## config.mk

```make
export PLATFORM = sky130hd
export DESIGN_NAME = selector_mod
export DESIGN_NICKNAME = d
export VERILOG_FILES = /design/src/rtl/selector_mod.sv
export SDC_FILE = /design/constraint.sdc
export NUM_CORES = 1
export LEC_CHECK = 0
export CORE_MARGIN = 4
export CORE_UTILIZATION = 45
export CTS_CLUSTER_DIAMETER = 60
export DETAILED_ROUTE_END_ITERATION = 10
export HOLD_SLACK_MARGIN = 0.03
export PLACE_DENSITY = 0.67
export SYNTH_ARGS = -nofsm -noshare
export SYNTH_HDL_FRONTEND = slang
export SYNTH_SLANG_ARGS = --single-unit
```

## constraint.sdc

```tcl
create_clock -name clk_i -period 3 [get_ports clk_i]
set_input_delay 0.45 -clock clk_i [delete_from_list [all_inputs] [get_ports clk_i]]
set_output_delay 0.45 -clock clk_i [all_outputs]
set_load 0.02 [all_outputs]
```

## src/rtl/selector_mod.sv

```systemverilog
// selector_mod: synchronizes and debounces the two slide switches and runs
// the mode FSM that drives the LED-chaser and HEX-controller enables.
module selector_mod #(
    parameter int unsigned DEBOUNCE_CYCLES = 500000,
    parameter int unsigned EXCLUSIVE       = 0
) (
    input  logic       clk_i,
    input  logic       reset_i,
    input  logic       sw0,
    input  logic       sw1,
    output logic       bLED,
    output logic       bHEX,
    output logic [1:0] mode_o,
    output logic       change_o
);

    localparam int unsigned CNT_W = $clog2(DEBOUNCE_CYCLES + 1);
    localparam logic [CNT_W-1:0] CNT_LAST = CNT_W'(DEBOUNCE_CYCLES - 1);

    typedef enum logic [1:0] {
        MODE_OFF  = 2'b00,
        MODE_LED  = 2'b01,
        MODE_HEX  = 2'b10,
        MODE_BOTH = 2'b11
    } mode_t;

    // Bit 0 is the LED channel (sw0), bit 1 the HEX channel (sw1).
    logic [1:0]       sw_raw;
    logic [1:0]       sync1;
    logic [1:0]       sync2;
    logic [1:0]       stable;
    logic [1:0]       stable_d;
    logic [CNT_W-1:0] cnt [2];
    logic [1:0]       rise_c;
    logic [1:0]       fall_c;
    mode_t            mode_q;
    mode_t            mode_nxt_c;

    assign sw_raw = {sw1, sw0};

    // Two-flop synchronizer plus per-channel debounce counter and edge history.
    always_ff @(posedge clk_i) begin
        if (reset_i) begin
            sync1    <= '0;
            sync2    <= '0;
            stable   <= '0;
            stable_d <= '0;
            for (int i = 0; i < 2; i++) begin
                cnt[i] <= '0;
            end
        end else begin
            sync1    <= sw_raw;
            sync2    <= sync1;
            stable_d <= stable;
            for (int i = 0; i < 2; i++) begin
                if (sync2[i] == stable[i]) begin
                    cnt[i] <= '0;
                end else if (cnt[i] == CNT_LAST) begin
                    stable[i] <= sync2[i];
                    cnt[i]    <= '0;
                end else begin
                    cnt[i] <= cnt[i] + CNT_W'(1);
                end
            end
        end
    end

    // Accept pulses: one cycle each, straight off the stable/history flops.
    assign rise_c = stable & ~stable_d;
    assign fall_c = ~stable & stable_d;

    // Next mode: direct switch image, or last-activated-wins when exclusive.
    always_comb begin
        mode_nxt_c = mode_q;
        if (EXCLUSIVE == 0) begin
            mode_nxt_c = mode_t'(stable);
        end else begin
            if (rise_c[1]) begin
                mode_nxt_c = MODE_HEX;
            end else if (rise_c[0]) begin
                mode_nxt_c = MODE_LED;
            end else if (mode_q == MODE_LED && fall_c[0]) begin
                mode_nxt_c = stable[1] ? MODE_HEX : MODE_OFF;
            end else if (mode_q == MODE_HEX && fall_c[1]) begin
                mode_nxt_c = stable[0] ? MODE_LED : MODE_OFF;
            end
        end
    end

    // Mode register with a change strobe coincident with the new mode.
    always_ff @(posedge clk_i) begin
        if (reset_i) begin
            mode_q   <= MODE_OFF;
            change_o <= 1'b0;
        end else begin
            mode_q   <= mode_nxt_c;
            change_o <= (mode_nxt_c != mode_q);
        end
    end

    assign mode_o = mode_q;
    assign bLED   = mode_q[0];
    assign bHEX   = mode_q[1];

endmodule

```

### Word-level counts from Yosys, hierarchy flattened

Memory sizes are Yosys's and may differ from the RTL's.
Index checks and enable logic that the tools add are counted.
W data, S select, Z words.

| storage, ports and cells | value |
|---|---|
| flip-flop bits (word level) | 9 |
| RAM bits | 38 |
| bits of input ports | 4 |
| output and inout port bits | 5 |
| logic and storage cells | 54 |
| memories kept | 1 |

Memory list:

| name | depth | bits a word | rd ports | clocked after Yosys merged registers in | wr ports | line | text |
|---|---|---|---|---|---|---|---|
| cnt | 2 | 19 | 2 | 0 | 2 | 33 | `logic [CNT_W-1:0] cnt [2];` |

| cells by class | value |
|---|---|
| add/subtract/negate cells | 2 |
| eq/ne operators | 5 |
| muxes and demuxes | 30 |
| bitwise logic cells | 8 |
| reductions and logical operators | 2 |

Operators by type and width:

| kind | count |
|---|---|
| $mux W19 | 6 |
| $add A19 B1 Y19 const B | 2 |
| $eq A19 B19 Y1 const B | 2 |
| $mux W1 | 24 |
| $or A1 B1 Y1 | 6 |
| $reduce_and A2 Y1 | 2 |
| $eq A1 B1 Y1 | 2 |
| $ne A2 B2 Y1 | 1 |
| $not A1 Y1 | 2 |

### Depth between registers and ports, before layout

| depth | value |
|---|---|
| word-level depth | 7 |
| depth in mapped cells | 6 |
| mapped depth without buffers | 5 |

### Least setup slack after synthesis

OpenSTA, ideal clock, no wires.

| timing | value |
|---|---|
| kind | reg-to-reg |
| start point | mem cnt[0][11] (netlist bit) |
| end point | mem cnt[0][9] (netlist bit), data pin |
| setup time | 0.254 ns |
| arrival | 1.902 ns |
| required time | 2.746 ns |
| setup slack | 0.843 ns |
| cell stages (with the launch flop) | 6 |
| buffers on the path | 1 |
| period minus slack after synthesis | 2.157 ns |
| cell sequence | edfxtp_1 -> or4b_1 -> or4_4 -> o21bai_4 -> buf_6 -> nor2_1 |

RTL lines:

| item | line |
|---|---|
| start, declared | 33 |

==> impl_metrics.yaml <==
timing:
  finClkSkew_ns: 0.00562
  max_slew_margin_pct: 62.5
  hold_viol_final: 0
  period_share_pct: 77.2
  drv_slew: 0
  rsz0062_at_grt: "false"
  max_freq_mhz: 432
  setup_violations: 0
  worst_slew_pin_slew_ns: 0.560
  tns_ns: 0
  period_needed_ns: 2.32
critical_path:
  crit_chain: "or4b_1 > or4_4 > o21bai_4 > nor2_1"
  start_kind: "register"
  path_buf_inv: 0
  critPathKind: "register to register"
  arrival_ns: 2.36
  path_max_fanout: 17
  path_delay_family: "simple AND/OR/NAND/NOR gates"
  crit_required_ns: 3.04
  worstSetupEndpointType: "register"
  r2r-start: "cnt[0][11]"
  max_stage_delay_ns: 0.57
  slowest_stage: "or4_4"
  crit_path_start: "cnt[0][11]"
die:
  core_um2: 5200
  core.rowCount: 26
  ios: 9
  initial_utilization_pct: 47.4
  die_y_um: 82.0
  dieArea_um2: 6730
  dieWidth_um: 82.0
clock_tree:
  clockRootBuffer: "clkbuf_8"
  cts_setup_buffers: 0
  clockBufferDepth: 2
  ctsHoldBuffers: 0
  cts_buffers: 5
  ctsResizeCount: 0
  clock_latency_ns: 0.30
  cts_tree: "done"
  clkTransAtPathRegs_ns: 0.09
  cts_max_level: 2
  cts.sinks: 47
yosys:
  synth-simple-area-share_pct: 25.0
  avgSynthCellArea_um2: 10.8
  synth.distinct_cells: 39
  async_flop_share_pct: 0
  synth_top_family_by_area: "simple AND/OR/NAND/NOR gates"
  ys_seq_elements: 47
  synth-adder-area-share_pct: 1.01
  synthMuxAreaShare_pct: 0.457
  synth_xor_area_share_pct: 10.7
  synth_edf_count: 38
  synth-compound-area-share_pct: 6.14
  synthCells: 229
  synth_warnings: 0
  synth_ff_type: "edfxtp_1"
  synth_area_um2: 2470
  ys_seq_area_share_pct: 53.6
final_layout:
  fin_cells: 344
  fillers: 489
  final_util_pct: 54.0
  syn_to_final_growth_pct: 14.1
  num_antenna_cells: 0
  drive_gt1_share_pct: 6.20
  final_nets: 279
grt:
  grt_pass1_vias: 1598
  grt_max_degree: 18
  grt_pass1_wl_um: 7040
  antenna_found_initial: 0
  grtUsageTotal_pct: 13.8
  grt_overflow: 0
routing:
  drt_iter0_markers: 78
  viasPerCell: 4.97
  drtAntennaViolNets: 0
  wirelength_um: 4120
  vias: 1709
  drc: 0
  drt-wirelength-per-cell_um: 12.0
  first_pass_iters: 4
power:
  leakage_nw: 0.937
  power_density_nw_per_um2: 423
  power.total_mw: 1.19
  ir_drop_v: 0.000218
min_path:
  worstHoldStart: "sync1[1]"
  worstHoldPathType: "register to register"
outcome:
  outcome: "completed"
placed_design:
  place_hpwl_um: 3040
  routabilityCongestion: 0.790
  portBuffers: 8
  dp.cells: 336
flow_run:
  maxCapViolCount: 0
## area by class of cell
type / count / area [um2] / share of cell area [%]
clock buffer: 6 / 72.6 / 2.58
multi-input combinational: 204 / 1210 / 43.0
timing repair buffer: 9 / 87.6 / 3.11
sequential: 47 / 1320 / 47.0
inverter: 6 / 22.5 / 0.801
clock inverter: 2 / 11.3 / 0.400
tap: 70 / 87.6 / 3.11
## where the power goes
group	switching (mW)	total (mW)	internal [mW]
logic	0.0315	0.0559	0.0244
clock network	0.213	0.377	0.164
registers	0.0281	0.756	0.728
## registers in the layout, summed over array words and instances, names as in the netlist
register	flops
change_o	1
cnt	38
mode_nxt_c	2
mode_o	2
sync1	2
sync2	2
## per-layer routing
metal / vias to the layer above / track usage (%) / share of wire (%)
li1: 880 / - / -
met1: 794 / 16.0 / 46
met2: 29 / 23.6 / 49
met3: 6 / 4.50 / 3.1
met4: 0 / 4.98 / 1.2
met5: - / 0 / 0
## synth_stat cells (all sizes together) (3+ instances only)
library cell  number  area share (%)
edfxtp            38              46
nor2              34             5.2
xnor2             16             5.7
nand4             15             4.4
xor2              14             5.0
nand3             12             2.4
nand2             11             1.7
a21oi              9             1.8
dfxtp              9             7.3
nor2b              8             2.0
o21ai              7             1.4
inv                6            0.91
or3                6             1.5
buf                5             1.5
nor3               5             1.0
nor4               5             1.3
clkbuf             4            0.61
or4                4             1.4
and4               3             1.1
## per-stage QoR
stage | worst slack, ns | hold slack, ns | instance area, um2
after global placement | 0.713 | 0.418 | 2730
after CTS | 0.662 | 0.450 | 2810
after detailed placement | 0.668 | 0.429 | 2730
after global routing | 0.488 | 0.472 | 2810
after floorplan | 0.843 | 0.414 | 2610
final | 0.683 | 0.443 | 2810
## logic make-up after synthesis
logic type,Yosys count
xor+xnor,30
buf+inv,15
fa+ha+maj,2
mux,1
simple gates,112
other cells,1
flops,47
compound gates,21
## worst paths after layout
check                             endpoint  slack (ns)  cells after the start
worst max-delay path            cnt[0][14]        0.68                      4
worst min register to register    sync2[1]        0.44                      1
worst max register to register  cnt[0][14]        0.68                      4
worst min-delay path              sync2[1]        0.44                      1
## cell usage in the layout (no fill, tap or decap), drive strengths merged, types with 3 or more instances in the layout
| cell | instances |
|---|---|
| nand4 | 15 |
| nand3 | 12 |
| xor2 | 14 |
| and4 | 3 |
| conb | 38 |
| edfxtp | 38 |
| inv | 7 |
| a21oi | 9 |
| nor4 | 5 |
| o21ai | 7 |
| clkbuf | 6 |
| clkdlybuf4s50 | 8 |
| or4 | 4 |
| nor3 | 5 |
| or3 | 6 |
| xnor2 | 16 |
| nor2 | 34 |
| dfxtp | 9 |
| nand2 | 11 |
| nor2b | 8 |
Note: power is estimated with default switching activity, not from simulation.
